[config.mk]
export PLATFORM = sky130hd
export DESIGN_NAME = if_fetch_unit
export DESIGN_NICKNAME = d
export VERILOG_FILES = /design/src/rtl/if_fetch_unit_pkg.sv /design/src/rtl/pc_next_calc.sv /design/src/rtl/if_fetch_unit.sv
export SDC_FILE = /design/constraint.sdc
export NUM_CORES = 1
export LEC_CHECK = 0
export ABC_AREA = 0
export CORE_MARGIN = 2
export CORE_UTILIZATION = 53
export DETAILED_ROUTE_END_ITERATION = 6
export GPL_ROUTABILITY_DRIVEN = 0
export HOLD_SLACK_MARGIN = 0.15
export PLACE_DENSITY = 0.92
export SKIP_LAST_GASP = 1
export SLEW_MARGIN = 30
export SYNTH_ARGS = -nofsm -noshare
export SYNTH_HDL_FRONTEND = slang
export SYNTH_HIERARCHICAL = 1
export SYNTH_SLANG_ARGS = --single-unit
[constraint.sdc]
create_clock -name Clk -period 8.9 [get_ports Clk]
set_clock_uncertainty 0.1 [all_clocks]
set_input_delay 2.225 -clock Clk [delete_from_list [all_inputs] [get_ports Clk]]
set_output_delay 2.225 -clock Clk [all_outputs]
set_load 0.05 [all_outputs]
[src/rtl/if_fetch_unit_pkg.sv]
// Shared types and constants for the instruction-fetch stage and its PC helper.
package if_fetch_unit_pkg;

   typedef enum logic [1:0] {
      ST_FETCH = 2'd0,
      ST_HOLD  = 2'd1,
      ST_ERR   = 2'd2
   } fetch_state_e;

   localparam logic [31:0] PC_INCR       = 32'd4;
   localparam logic [31:0] WORD_MASK     = 32'hFFFF_FFFC;
   localparam logic        PC_SEL_SEQ    = 1'b0;
   localparam logic        PC_SEL_BRANCH = 1'b1;
   localparam int unsigned CNT_W         = 8;

endpackage

[src/rtl/pc_next_calc.sv]
// Next-PC selection: sequential PC+4 or branch PC+4+Immed, always word aligned.
module pc_next_calc
   import if_fetch_unit_pkg::*;
(
   input  logic [31:0] pc_i,
   input  logic [31:0] immed_i,
   input  logic        pc_sel_i,
   output logic [31:0] pc_next_o
);

   logic [31:0] seq_s;
   logic [31:0] branch_s;
   logic [31:0] sel_s;

   // Both candidates are formed in parallel; Immed low bits never reach the PC.
   always_comb begin
      seq_s    = pc_i + PC_INCR;
      branch_s = seq_s + (immed_i & WORD_MASK);
      case (pc_sel_i)
         PC_SEL_BRANCH: sel_s = branch_s;
         PC_SEL_SEQ:    sel_s = seq_s;
         default:       sel_s = seq_s;
      endcase
      pc_next_o = sel_s & WORD_MASK;
   end

endmodule

[src/rtl/if_fetch_unit.sv]
// Instruction-fetch stage: holds the PC, fetches over a req/ack handshake and
// presents the word to decode; raises a sticky error if memory never answers.
module if_fetch_unit
   import if_fetch_unit_pkg::*;
#(
   parameter logic [31:0] RESET_PC = 32'h0000_0000,
   parameter int unsigned TIMEOUT  = 16
) (
   input  logic        Clk,
   input  logic        Reset_n,
   input  logic        PC_LdEn,
   input  logic        PC_sel,
   input  logic [31:0] Immed,
   output logic        Imem_req,
   output logic [31:0] Imem_addr,
   input  logic [31:0] Imem_rdata,
   input  logic        Imem_ack,
   output logic [31:0] Instr,
   output logic        Instr_valid,
   output logic [31:0] PC,
   output logic        Fetch_err
);

   localparam logic [CNT_W-1:0] WAIT_LAST = CNT_W'(TIMEOUT - 1);

   fetch_state_e     state_q, state_d;
   logic [31:0]      pc_q, pc_d;
   logic [31:0]      instr_q, instr_d;
   logic             valid_q, valid_d;
   logic             req_q, req_d;
   logic             err_q, err_d;
   logic [CNT_W-1:0] cnt_q, cnt_d;
   logic [31:0]      pc_next_s;

   pc_next_calc u_pc_next (
      .pc_i      (pc_q),
      .immed_i   (Immed),
      .pc_sel_i  (PC_sel),
      .pc_next_o (pc_next_s)
   );

   // Next-state logic; req_q low in FETCH only happens on the first cycle after reset.
   always_comb begin
      state_d = state_q;
      pc_d    = pc_q;
      instr_d = instr_q;
      valid_d = valid_q;
      req_d   = req_q;
      err_d   = err_q;
      cnt_d   = cnt_q;
      case (state_q)
         ST_FETCH: begin
            if (!req_q) begin
               req_d = 1'b1;
               cnt_d = {CNT_W{1'b0}};
            end else if (Imem_ack) begin
               instr_d = Imem_rdata;
               valid_d = 1'b1;
               req_d   = 1'b0;
               cnt_d   = {CNT_W{1'b0}};
               state_d = ST_HOLD;
            end else if (cnt_q == WAIT_LAST) begin
               err_d   = 1'b1;
               req_d   = 1'b0;
               state_d = ST_ERR;
            end else begin
               cnt_d = cnt_q + {{(CNT_W-1){1'b0}}, 1'b1};
            end
         end
         ST_HOLD: begin
            if (PC_LdEn) begin
               pc_d    = pc_next_s;
               valid_d = 1'b0;
               req_d   = 1'b1;
               cnt_d   = {CNT_W{1'b0}};
               state_d = ST_FETCH;
            end else begin
               req_d   = 1'b0;
               state_d = ST_HOLD;
            end
         end
         ST_ERR: begin
            req_d   = 1'b0;
            valid_d = 1'b0;
            err_d   = 1'b1;
         end
         default: begin
            req_d   = 1'b0;
            valid_d = 1'b0;
            state_d = ST_FETCH;
         end
      endcase
   end

   // State and output registers; reset abandons any request immediately.
   always_ff @(posedge Clk or negedge Reset_n) begin
      if (!Reset_n) begin
         state_q <= ST_FETCH;
         pc_q    <= RESET_PC;
         instr_q <= 32'h0000_0000;
         valid_q <= 1'b0;
         req_q   <= 1'b0;
         err_q   <= 1'b0;
         cnt_q   <= {CNT_W{1'b0}};
      end else begin
         state_q <= state_d;
         pc_q    <= pc_d;
         instr_q <= instr_d;
         valid_q <= valid_d;
         req_q   <= req_d;
         err_q   <= err_d;
         cnt_q   <= cnt_d;
      end
   end

   assign Imem_req    = req_q;
   assign Imem_addr   = pc_q;
   assign Instr       = instr_q;
   assign Instr_valid = valid_q;
   assign PC          = pc_q;
   assign Fetch_err   = err_q;

endmodule

# Yosys cells after proc, flatten, opt, wreduce, memory -nomap -nowiden
# Cells that the tools add are included.
# classes
addsub	3
eq_ne	10
muxes	24
bitwise	2
reduce_logical	9
# op_table
operator	n
$pmux 32 s2	1
$add 32x3->32 const B	1
$add 32x32->32	1
$mux 8	4
$pmux 8 s2	1
$reduce_and 3->1	4
$mux 1	11
$ne 2x2->1 const B	5
$add 8x1->8 const B	1
$eq 8x4->1 const B	1
$mux 2	3
$pmux 1 s2	3
$pmux 2 s3	1
$ne 4x4->1 const B	1
$reduce_and 4->1	1
$reduce_bool 2->1	2
$ne 3x3->1 const B	1
$eq 2x1->1 const B	1
$eq 2x2->1 const B	1
$logic_not 2->1	1
$not 1->1	2
$reduce_and 2->1	1
# totals
register_bits	75
input_bits	69
out_inout_bits	99

# Logic depth before layout (Yosys ltp)
# Gate-level depths: netlist (run 1).
# depth
word_depth	5
mapped_depth	15
ltp_nobuf	15

# Modules after synthesis
# The synthesis (run 1) kept the hierarchy.
# modules_own_cells
module	n_inst	cells_per_inst	area_per_inst_um2	seq_area_each_um2
if_fetch_unit	1	244	3459.6	1926.8
pc_next_calc	1	359	2446.1	0.0

# Worst setup path before layout (run 1)
# No wires, ideal clock.
# synth_timing
path_type	input port to flip-flop
startpoint	input Immed[2]
endpoint	register pc_q[30] (netlist: Imem_addr[30])
arrival_ns	4.384
required_time_ns	8.675
slack_ns	4.290
path_stages	11
path_buffers	0
path_cell_list	ha_1 -> fa_1 -> a21oi_1 -> nor2_1 -> o21ai_0 -> a31oi_1 -> o221ai_2 -> nor3_1 -> or3_1 -> o211a_1 -> mux2_4
# synth_via
elab_chain_cells	2
# synth_rtl
item	line	text
start, declared	if_fetch_unit.sv:13	input logic [31:0] Immed,
$add 32x32->32	pc_next_calc.sv:18	branch_s = seq_s + (immed_i & WORD_MASK);
$pmux 32 s2	pc_next_calc.sv:19	case (pc_sel_i)
via pc_next_s[30]	if_fetch_unit.sv:33	logic [31:0] pc_next_s;
end signal, assigned	if_fetch_unit.sv:107	pc_q <= pc_d;
end, declared	if_fetch_unit.sv:27	logic [31:0] pc_q, pc_d;
# The timed path passes the listed nets, and every way through them passes these cells.
# A chain may end at the register's enable or synchronous reset.

# Worst setup path after layout (run 1)
# Same ends and word-level chain as after synthesis.

==> results by group, run 1 <==
Synthesis
  • Main flop type after synthesis: dfrtp_1
  • Post-Syn Area: 0.005906 mm^2
  • FFs w/ async S/R, synth: 100.0%
  • Number of flops mapped to enable cells by yosys: 0
  • Yosys reg bits: 77
  • Sequential area share after synthesis: 32.63%
  • Post-synthesis cell count: 603
  • Synth cell types: 61
  • Syn Area/Cell: 9.794 um^2
  • Warnings, synthesis: 6

Placed design
  • DP HPWL: 11.64 mm
  • Port bufs: 165
  • Placed Cells: 858

Drt
  • Vias per std cell: 5.696
  • Post-route DRC: 0
  • Drt wl/cell: 17.31 um
  • Vias post-DR: 4978
  • Post-DRT Antenna Nets: 0
  • Routed Wire Length: 15.13 mm
  • DR iter-0 viols: 431
  • Drt first pass iters: 5

Setup path
  • CP Launch Type: input pin
  • Crit-path max FO: 3
  • WS Path Type: input pin to register
  • Worst Setup End Kind: register
  • Arrival time worst endpoint: 5180 ps
  • Worst Path Required: 9030 ps
  • R2R depth: 14

Floorplan
  • Die Ht: 109.6 um
  • Die footprint: 0.01200 mm^2
  • Starting Density: 54.48%
  • Die Span X: 109.6 um
  • Num rows: 38
  • Total core area: 0.01084 mm^2
  • I/O pins: 168

GRT
  • Largest net degree at the start of global routing: 78
  • First-pass GRT wire length: 23.52 mm
  • Total GRT Usage: 25.06%
  • Vias in the first global route: 4817
  • Initial antenna violation count: 0
  • Grt ovf: 0

Finish
  • Area growth syn-to-layout: 29.11%
  • Non-Filler Instances: 874
  • Fillers: 766
  • Fin nets: 837
  • Finished Core Util: 70.34%
  • Share of layout cells above drive strength 1: 14.31%
  • Area of the multi-input gates: 0.003572 mm^2
  • Most frequent cells in the layout: clkdlybuf4s50_1, dfrtp_1, a21oi_1, nand2_1, nor2_1
  • Commonest non-fill, non-tap cell in the layout: clkdlybuf4s50_1
  • Antenna Cells: 0
  • Reg area: 0.001927 mm^2

Timing
  • Worst slew margin: 55.21%
  • Max Slew Vio Count: 0
  • Tcrit/Tclk final: 56.63%
  • TNS Setup: 0 ps
  • Final setup violation count: 0
  • Final hold vios: 0
  • Least-Margin Pin Slew: 671.9 ps
  • Minimum clock period: 5040 ps
  • Max frequency: 198.4 MHz
  • RSZ-0062 raised after global routing: no

Clock network
  • Clock root buffer: clkbuf_8
  • H-Tree Depth: 3
  • Post-CTS resize count: 0
  • Sink Count: 77
  • CTS tree: yes
  • Post CTS Setup Buffer Count: 0
  • Clock slew at reported path FFs: 70 ps
  • Worst-Skew Late Latency: 340 ps
  • Hold-fix buffers at CTS: 0
  • Longest Clk Path Bufs: 2
  • Num CTS Buffers: 9

Min path
  • Min-Delay Path Depth: 1
  • Min-Delay Path Class: register to register

Flow run
  • Max-cap violations: 0

Outcome
  • Status: completed
==> cell families (layout without fill, tap and decap cells) <==
| kind of cell | count (synthesis) | after routing | share of synthesized area (%) |
|---|---|---|---|
| xor gates and xnor gates | 49 | 49 | 7.267 |
| buffers and inverters | 65 | 195 | 7.097 |
| muxes | 70 | 70 | 15.23 |
| DFF | 77 | 77 | 32.63 |
| adders and majority gates | 39 | 39 | 8.390 |
| other | 1 | 2 | 0.06350 |
| AOI/OAI and AO/OA | 134 | 134 | 15.00 |
| and+or+nand+nor | 168 | 168 | 14.32 |
==> layer usage <==
metal  vias up  track usage, %  share of wire (%)
li1       2387               -                  -
met1      2364           31.26                 42
met2       205           44.36                 50
met3        22           2.490                6.6
met4         0           10.13                1.8
met5         -               0                  0
==> cells in the mapped netlist, drive strengths merged, types with 2 or more instances <==
master / number / share of area (%)
a21boi: 2 / 0.25
nand4: 10 / 1.1
a2111oi: 2 / 0.61
and3: 10 / 1.1
dfrtp: 77 / 33
a21oi: 44 / 3.7
ha: 38 / 8.1
o21a: 5 / 0.64
clkbuf: 7 / 0.44
a41oi: 3 / 0.44
o21bai: 3 / 0.38
or2: 4 / 0.42
and4: 5 / 0.74
nand3: 18 / 1.5
nor2: 43 / 2.7
xnor2: 33 / 4.9
o21ai: 30 / 2.5
a211oi: 6 / 0.85
inv: 13 / 0.83
o221ai: 2 / 0.40
nand2: 45 / 2.9
o211ai: 3 / 0.64
o31ai: 3 / 0.47
nor2b: 6 / 0.64
o22ai: 2 / 0.21
a21o: 16 / 2.0
a31oi: 8 / 0.85
nor3: 9 / 0.93
and2: 5 / 0.53
nand2b: 8 / 0.85
mux2: 69 / 15
xor2: 16 / 2.4
buf: 45 / 5.8
==> per-stage QoR <==
stage	area (um^2)	worst slack, ps	hold WS (ps)
finish	7625	3860	377.1
global route	7625	3645	392.8
CTS	7619	3878	379.9
detailed placement	7375	3513	362.8
global placement	7372	3548	358.7
floorplan	5909	4290	359.1
==> worst max-delay path: stages <==
cell,delay [ps]
clkdlybuf4s50_1,400
ha_1,230
fa_1,420
a21oi_1,200
nor2_1,90
o21ai_0,260
a31oi_1,190
o221ai_2,270
nor3_1,110
or3_1,380
o211a_1,140
mux2_4,270
==> registers in the layout, summed over array words and instances (netlist names) <==
register     flops
Fetch_err        1
Imem_addr       32
Imem_req         1
Instr           32
Instr_valid      1
cnt_q            8
state_q          2
==> layout make-up <==
class                   count  area share, %
multi-input cells         462          46.85
inverters                  13         0.6400
clock buffers              13          2.347
clock inverters             3         0.8533
flip-flops and latches     77          25.27
repair buffers            166          21.74
well taps                 140          2.297
==> path summary, 6_finish.rpt <==
path	end	start	slack (ps)
hold / removal	Fetch_err$_DFFE_PN0P_	Fetch_err$_DFFE_PN0P_	380
hold reg to reg	Fetch_err$_DFFE_PN0P_	Fetch_err$_DFFE_PN0P_	380
setup reg to reg	Imem_addr[31]$_DFFE_PN0P_	Imem_addr[4]$_DFFE_PN0P_	4710
min in group asynchronous	Instr[18]$_DFFE_PN0P_	Reset_n	1780
setup / recovery	Imem_addr[30]$_DFFE_PN0P_	Immed[2]	3860
max in group asynchronous	Imem_addr[28]$_DFFE_PN0P_	Reset_n	6450
Power of run 1 is left out: the tool's default activity adds up to more than one toggle a clock period on the data nets, which glitch-free logic cannot reach.
==> run 2: changes to the inputs <==
- CORE_UTILIZATION: 53 -> 49
- PLACE_DENSITY: 0.92 -> 0.86
- clock period: 8.9 -> 5 ns (I/O delays scaled with it)
==> run 2 against run 1 <==
  * Via count down 1.3%
  * Final area rose by 0.66%
  * Clock-buffer cell count did not move
  * Flip-flop and latch count stayed put
  * Highest routed layer unchanged
  * Utilization down 5.9 points
  * Wire length down 4.6%
==> results by group, run 2 (synthesized netlist as in run 1, its figures left out) <==
Clock network
  • Post-CTS resize count: 0
  • Num CTS Buffers: 9
  • Clock root buffer: clkbuf_16
  • Worst-Skew Late Latency: 330 ps
  • Clock slew at reported path FFs: 60 ps
  • H-Tree Depth: 3
  • Hold-fix buffers at CTS: 0
  • Longest Clk Path Bufs: 2
  • Post CTS Setup Buffer Count: 0
  • CTS tree: yes
  • Sink Count: 77

Timing
  • Minimum clock period: 4369 ps
  • Least-Margin Pin Slew: 681.1 ps
  • Hold WS: 369.1 ps
  • Final hold vios: 0
  • TNS Setup: 0 ps
  • Max frequency: 228.9 MHz
  • Worst slew margin: 54.59%
  • Final setup violation count: 0
  • Tcrit/Tclk final: 87.39%
  • Max Slew Vio Count: 0
  • RSZ-0062 raised after global routing: no

Setup path
  • Crit-path max FO: 8
  • Arrival time worst endpoint: 4480 ps
  • WS Path Type: register to register
  • Worst Setup End Kind: register
  • CP Launch Type: register
  • Worst Path Required: 5120 ps

Drt
  • Routed Wire Length: 14.43 mm
  • DR iter-0 viols: 474
  • Vias post-DR: 4912
  • Drt wl/cell: 16.36 um
  • Vias per std cell: 5.569
  • Post-route DRC: 0
  • Drt first pass iters: 5
  • Post-DRT Antenna Nets: 0

Floorplan
  • Die Span X: 113.8 um
  • Total core area: 0.01191 mm^2
  • Die footprint: 0.01295 mm^2
  • Starting Density: 49.58%
  • Num rows: 40
  • I/O pins: 168
  • Die Ht: 113.8 um

GRT
  • First-pass GRT wire length: 22.92 mm
  • Grt ovf: 0
  • Largest net degree at the start of global routing: 78
  • Vias in the first global route: 4741
  • Initial antenna violation count: 0
  • Total GRT Usage: 21.80%

Finish
  • Design area: 0.007675 mm^2
  • Area growth syn-to-layout: 29.96%
  • Fillers: 959
  • Most frequent cells in the layout: clkdlybuf4s50_1, dfrtp_1, a21oi_1, nand2_1, nor2_1
  • Commonest non-fill, non-tap cell in the layout: clkdlybuf4s50_1
  • Fin nets: 838
  • Share of layout cells above drive strength 1: 14.15%
  • Antenna Cells: 0
  • Non-Filler Instances: 882

Placed design
  • Dpl cell area: 0.007388 mm^2
  • DP HPWL: 11.12 mm
  • Port bufs: 165
  • Placed Cells: 866

Outcome
  • Status: completed

Flow run
  • Max-cap violations: 0

Min path
  • Min-Delay Path Class: register to register
==> run 2: cell count changes in the layout (fill, tap and decap cells not counted), sizes merged <==
cell	delta
buf	+1
bufinv	-2
clkinvlp	+2
==> run 2: worst max-delay path: stages, from the launching register on <==
cell and delay [ps]:
dfrtp_1 510, and4_1 360, nand4_1 240, or2_2 400
nor2_1 150, xor2_1 280, ha_1 380, a21o_1 230
a21o_1 180, a21oi_1 190, o21ai_1 150, a221oi_2 290
o31ai_2 110, mux2_4 320, xnor2_1 120, mux2_2 250
==> run 2: area by class of cell <==
cell class / count / area, um^2 / share of cell area [%]
multi-input cells: 462 / 3570 / 46.51
flip-flops and latches: 77 / 1927 / 25.11
repair buffers: 167 / 1665 / 21.70
clock buffers: 13 / 260.3 / 3.391
well taps: 147 / 183.9 / 2.396
inverters: 13 / 48.80 / 0.6358
clock inverters: 3 / 20.02 / 0.2608
==> run 2: path summary, 6_finish.rpt <==
kind / from / endpoint / slack, ps / depth (start not counted)
max: Imem_addr[4]$_DFFE_PN0P_ / Imem_addr[31]$_DFFE_PN0P_ / 630 / 15
min: Fetch_err$_DFFE_PN0P_ / Fetch_err$_DFFE_PN0P_ / 370 / 1
max reg2reg: Imem_addr[4]$_DFFE_PN0P_ / Imem_addr[31]$_DFFE_PN0P_ / 630 / 15
min reg2reg: Fetch_err$_DFFE_PN0P_ / Fetch_err$_DFFE_PN0P_ / 370 / 1
max in group asynchronous: Reset_n / Instr[27]$_DFFE_PN0P_ / 3490 / 1
min in group asynchronous: Reset_n / Instr[6]$_DFFE_PN0P_ / 840 / 1
==> run 2: metrics by stage <==
step                      util, %  setup slack (ps)
after floorplan                 -             926.2
after global placement      62.03             613.4
after detailed placement    62.03             571.6
after CTS                   64.38             726.6
after global routing        64.43             397.2
final                       64.43             630.6
==> run 2: per-layer routing <==
metal  track usage [%]  part of all wire, %
met4             7.398                  1.5
met5                 0                    0
met1             28.30                   44
met3             2.976                  6.3
met2             37.64                   48
Power of run 2 is left out for the same reason.
==> run 3: changes to the inputs <==
- CAP_MARGIN: default -> 20
- TNS_END_PERCENT: default -> 100
==> results of run 3 <==
The final DEF is identical to that of run 2; final timing and power are the same.
Power of run 3 is left out for the same reason.
